File: src/rtl/spi_recv_con.sv
// rtl/spi_recv_con.sv - multi-line SPI receiver: synchronizes the sender's pins, assembles words, flags framing errors.
module spi_recv_con #(
    parameter int DATA_WIDTH  = 8,
    parameter int LINES       = 4,
    parameter int COUNT_WIDTH = 18
) (
    input  logic                   clk_in,
    input  logic                   rst_in,
    input  logic                   chip_clk_in,
    input  logic                   chip_sel_in,
    input  logic [LINES-1:0]       chip_data_in,
    input  logic                   final_pixel_in,
    output logic [DATA_WIDTH-1:0]  data_out,
    output logic                   data_valid_out,
    output logic                   final_pixel_out,
    output logic [COUNT_WIDTH-1:0] pixel_index_out,
    output logic                   frame_err_out
);

    localparam int BEATS = DATA_WIDTH / LINES;
    localparam int BW    = (BEATS > 1) ? $clog2(BEATS) : 1;

    typedef enum logic [1:0] {IDLE, SHIFT, HOLD} state_t;

    logic [1:0]       sclk_q, sclk_d;
    logic             sclk_hist_q, sclk_hist_d;
    logic [1:0]       scs_q, scs_d;
    logic             scs_hist_q, scs_hist_d;
    logic [LINES-1:0] sdat1_q, sdat1_d, sdat2_q, sdat2_d;
    logic [1:0]       sfin_q, sfin_d;

    state_t                state_q;
    logic [BW-1:0]         beat_q;
    logic [DATA_WIDTH-1:0] shift_q;
    logic                  done_q, err_q, fin_cap_q;

    logic [DATA_WIDTH-1:0]  data_q, data_d;
    logic                   valid_q, valid_d;
    logic                   final_q, final_d;
    logic [COUNT_WIDTH-1:0] idx_q, idx_d;

    logic                  edge_det, cs_low, cs_fall, take, last_beat;
    logic [DATA_WIDTH-1:0] shift_next;

    always_comb begin
        sclk_d      = {sclk_q[0], chip_clk_in};
        sclk_hist_d = sclk_q[1];
        scs_d       = {scs_q[0], chip_sel_in};
        scs_hist_d  = scs_q[1];
        sdat1_d     = chip_data_in;
        sdat2_d     = sdat1_q;
        sfin_d      = {sfin_q[0], final_pixel_in};

        edge_det   = sclk_q[1] & ~sclk_hist_q;
        cs_low     = ~scs_q[1];
        // The cs history resets to 0, so a select already low at reset release never looks like a fall.
        cs_fall    = ~scs_q[1] & scs_hist_q;
        take       = edge_det & cs_low & (((state_q == IDLE) & cs_fall) | (state_q == SHIFT));
        last_beat  = (int'(beat_q) == BEATS - 1);
        shift_next = (shift_q << LINES) | DATA_WIDTH'(sdat2_q);

        data_d  = done_q ? shift_q : data_q;
        valid_d = done_q;
        final_d = done_q & fin_cap_q;
        idx_d   = idx_q;
        if (valid_q) begin
            idx_d = final_q ? '0 : idx_q + COUNT_WIDTH'(1);
        end
    end

    always_ff @(posedge clk_in or posedge rst_in) begin
        if (rst_in) begin
            sclk_q      <= '0;
            sclk_hist_q <= 1'b0;
            scs_q       <= '0;
            scs_hist_q  <= 1'b0;
            sdat1_q     <= '0;
            sdat2_q     <= '0;
            sfin_q      <= '0;
            data_q      <= '0;
            valid_q     <= 1'b0;
            final_q     <= 1'b0;
            idx_q       <= '0;
        end else begin
            sclk_q      <= sclk_d;
            sclk_hist_q <= sclk_hist_d;
            scs_q       <= scs_d;
            scs_hist_q  <= scs_hist_d;
            sdat1_q     <= sdat1_d;
            sdat2_q     <= sdat2_d;
            sfin_q      <= sfin_d;
            data_q      <= data_d;
            valid_q     <= valid_d;
            final_q     <= final_d;
            idx_q       <= idx_d;
        end
    end

    always_ff @(posedge clk_in or posedge rst_in) begin
        if (rst_in) begin
            state_q   <= IDLE;
            beat_q    <= '0;
            shift_q   <= '0;
            done_q    <= 1'b0;
            err_q     <= 1'b0;
            fin_cap_q <= 1'b0;
        end else begin
            done_q <= 1'b0;
            err_q  <= 1'b0;
            case (state_q)
                IDLE: begin
                    beat_q <= '0;
                    if (cs_fall) state_q <= SHIFT;
                end
                SHIFT: begin
                    if (!cs_low) begin
                        err_q   <= 1'b1;
                        beat_q  <= '0;
                        state_q <= IDLE;
                    end
                end
                HOLD: begin
                    if (!cs_low) state_q <= IDLE;
                    else if (edge_det) err_q <= 1'b1;
                end
                default: state_q <= IDLE;
            endcase
            // A beat taken in IDLE (edge coincident with the cs fall) counts as beat 0.
            if (take) begin
                shift_q <= shift_next;
                if (last_beat) begin
                    done_q    <= 1'b1;
                    fin_cap_q <= sfin_q[1];
                    beat_q    <= '0;
                    state_q   <= HOLD;
                end else begin
                    beat_q  <= beat_q + BW'(1);
                    state_q <= SHIFT;
                end
            end
        end
    end

    assign data_out        = data_q;
    assign data_valid_out  = valid_q;
    assign final_pixel_out = final_q;
    assign pixel_index_out = idx_q;
    assign frame_err_out   = err_q;

endmodule

File: config.mk
export PLATFORM = sky130hd
export DESIGN_NAME = spi_recv_con
export DESIGN_NICKNAME = d
export VERILOG_FILES = /design/src/rtl/spi_recv_con.sv
export SDC_FILE = /design/constraint.sdc
export NUM_CORES = 1
export LEC_CHECK = 0
export ABC_AREA = 1
export CELL_PAD_IN_SITES_DETAIL_PLACEMENT = 1
export CELL_PAD_IN_SITES_GLOBAL_PLACEMENT = 1
export CORE_ASPECT_RATIO = 0.8
export CORE_UTILIZATION = 40
export DETAILED_ROUTE_END_ITERATION = 12
export PLACE_DENSITY_LB_ADDON = 0.1
export SLEW_MARGIN = 20
export SYNTH_ARGS = -nofsm -noshare
export SYNTH_HDL_FRONTEND = slang
export SYNTH_SLANG_ARGS = --single-unit
File: constraint.sdc
create_clock -name clk_in -period 2.35 [get_ports clk_in]
set_input_delay 0.47 -clock clk_in [delete_from_list [all_inputs] [get_ports clk_in]]
set_output_delay 0.47 -clock clk_in [all_outputs]
set_load 0.005 [all_outputs]
==> results by group <==
Outcome
  • Status: finished, final reports clean

Finish
  • N_diodes: 0
  • Synth-to-layout area growth: 27.7%
  • Multi-input gate area: 777 um^2
  • Layout cells sized above 1: between 10% and 20%
  • Register Area: ~1500 um^2
  • # nets final: around 300
  • Final Cell Area: ~3000 um^2
  • Fillers: between 600 and 700

Clocking
  • Clk_lat worst skew: roughly 0.34 ns
  • Clk slew on worst S/H paths: approximately 0.070 ns
  • H-tree depth: 3
  • CTS Root Cell: clkbuf_8
  • Setup Fix Bufs, Post-CTS: 0
  • Cts bufs inserted: 9
  • CTS tree: done
  • Clock sink count: 58
  • Max Buffers Root-to-Sink: 2
  • CTS Hold Bufs: 0
  • PostCTS Resize Cnt: 0

Power
  • PD cells: roughly 840 nW/um^2
  • Worst vdd ir: approximately 480 uV
  • Pleak: approximately 1.4 nW

Critical path
  • Crit path to: data_valid_out
  • Critical R2R Launch: state_q[0]
  • Setup CP Type: register to primary output
  • Buf/Inv on CP: 1
  • Launch point of the worst path: data_valid_out
  • Max incr delay on CP: between 0.5 and 0.6 ns
  • Max FO, Critical Path: 9
  • Critical Path Stages: 1
  • Worst Path Arrival: around 1.4 ns
  • CP max stage cell: clkdlybuf4s50_1
  • Reg2reg setup slack: 0.60 ns
  • Critical path launch point type: register
  • R2R depth: 10
  • CP cell instances: clkdlybuf4s50_1
  • CP required: approximately 1.9 ns
  • CP top delay family: buffers and inverters
  • Reg-to-reg endpoint: fin_cap_q
  • Crit. End Element: primary output

STA
  • Clock skew: 0.00566 ns
  • Final Cycle Share: about four fifths
  • Final Hold Vio Count: 0
  • Slew HR: 68.6%
  • RSZ-0062 raised after global routing: false
  • F_max: between 500 and 600 MHz
  • Minimum clock period: roughly 1.9 ns
  • Max Slew Vio Count: 0
  • # setup viols final: 0
  • Setup tns final: 0 ns
  • Pin slew with the least headroom to its limit: ~0.47 ns

Detailed routing
  • DR iter-0 viols: between 70 and 80
  • WL/cell: about 13 um
  • DR vias/cell: ~4.8
  • Vias post-DR: about 1800
  • Drc violations: 0
  • Drt pass-1 iters: 4
  • Routed WL: roughly 5000 um
  • Post-route ant nets: 0

Logic synthesis
  • Post-synth ARST share: 100%
  • Post-Syn Instances: around 250
  • Mux cell area share after synthesis: 2.36%
  • Cell types with the highest counts after synthesis: 58 x dfrtp_1, 56 x nand2_1, 28 x inv_1
  • XOR/XNOR share of the synthesized area: 0%
  • Area fraction of the dominant cell type after synthesis: approximately three fifths
  • Most frequent cell after synthesis: dfrtp_1
  • Adder-Cell Fraction of Synth Area: under 10%
  • Syn Area/Cell: slightly below 10 um^2
  • Syn Nets: about 260
  • Ys Warns: 0
  • Leading area contributor after synthesis: dfrtp_1
  • Ys flop type: dfrtp_1
  • Main combinational cell family by area after synthesis: simple AND/OR/NAND/NOR gates
  • Syn Std Cell Area: roughly 2400 um^2
  • Post-Synth Simple-Gate Area: between 20% and 30%
  • Netlist cell types: 25
  • Compound-Gate Fraction of Synth Area: 7.09%
  • Seq cells post-synth: 58
  • Post-synth EDFFs: 0
  • Synth top area cells: dfrtp_1 61%, nand2_1 8.8%, inv_1 4.4%
  • Sequential area share after synthesis: between 60% and 70%

Floorplan
  • Die H: around 70 um
  • I/O pin cnt: 38
  • FP Rows: 24
  • Initial Util: 42.6%
  • Die Footprint: 6270 um^2
  • Core Area: about 5600 um^2
  • Die width: 88.3 um

Global routing
  • Largest net degree at the start of global routing: 59
  • Initial antenna violation count: 0
  • Vias in the first global route: around 1800
  • Gr ovfl total: 0
  • GRT Overall Usage: 18.2%
  • Global-route wire length before repair: ~8400 um

Run
  • Max cap viols: 0

Placement
  • Port Buffers: 37
  • Placed Area: 2850 um^2
  • GP Congestion: between 0.7 and 0.8
  • DP HPWL: approximately 3600 um

Worst hold path
  • Hold Crit Class: register to register
[cells by family after synthesis]
logic type / Yosys count
simple gates: 109
flops: 58
buf+inv: 37
compound gates: 32
mux: 5
fa+ha+maj: 4
[cell type report]
type,instances,area share (%)
well taps,78,3.21
flip-flops and latches,58,47.7
inverters,33,4.07
multi-input cells,150,25.6
repair buffers,39,13.1
clock buffers,10,4.53
clock inverters,5,1.81
[registers in the layout (all words and copies together), names as in the netlist, 2 cells and up]
name,cells
data_out,8
pixel_index_out,18
sclk_q,2
scs_q,2
sdat1_q,4
sdat2_q,4
sfin_q,2
shift_q,8
state_q,2
[how the worst min path moves through the flow]
stage                           from    endpoint  cells after the start
after detailed placement    scs_q[0]    scs_q[1]                      0
after floorplan            sclk_q[0]   sclk_q[1]                      0
after CTS                 sdat1_q[3]  sdat2_q[3]                      0
after global routing      sdat1_q[0]  sdat2_q[0]                      0
final                     sdat1_q[3]  sdat2_q[3]                      0
after global placement      scs_q[0]    scs_q[1]                      0
[stage by stage]
step | util [%] | power [W] | cells | hold WS, ns | worst slack, ns
after floorplan | - | 0.00147 | 245 | 0.331 | 0.452
after global routing | 54.4 | 0.00272 | 373 | 0.362 | 0.387
after detailed placement | 51.0 | 0.00169 | 358 | 0.336 | 0.580
after global placement | 51.0 | 0.00167 | 358 | 0.334 | 0.726
after CTS | 54.4 | 0.00260 | 373 | 0.350 | 0.448
final | 54.4 | 0.00256 | 373 | 0.348 | 0.455
[report_power, final]
| group | internal (W) | total (W) | switching [W] |
|---|---|---|---|
| sequential | 0.00115 | 0.00124 | 0.0000903 |
| combinational | 0.000218 | 0.000421 | 0.000203 |
| clock | 0.000508 | 0.000898 | 0.000390 |
| total | 0.00188 | 0.00256 | 0.000684 |
[placed cells by master, fill, tap and decap left out, types with 5 or more instances in the layout]
| cell type | count |
|---|---|
| inv_1 | 27 |
| mux2_2 | 5 |
| a21oi_1 | 13 |
| nand3_1 | 14 |
| nor2_2 | 5 |
| clkdlybuf4s50_1 | 37 |
| clkbuf_8 | 10 |
| nor2_1 | 18 |
| nand2_1 | 56 |
| inv_2 | 5 |
| dfrtp_1 | 58 |
| o21ai_0 | 13 |
[layer usage]
layer  GRT usage, %  routed length [um]
met1           23.0                2360
met2           28.0                2270
met3           8.40                 265
met4           5.56                  46
met5              0                   0
No activity file was read; power rests on OpenSTA's default activity.
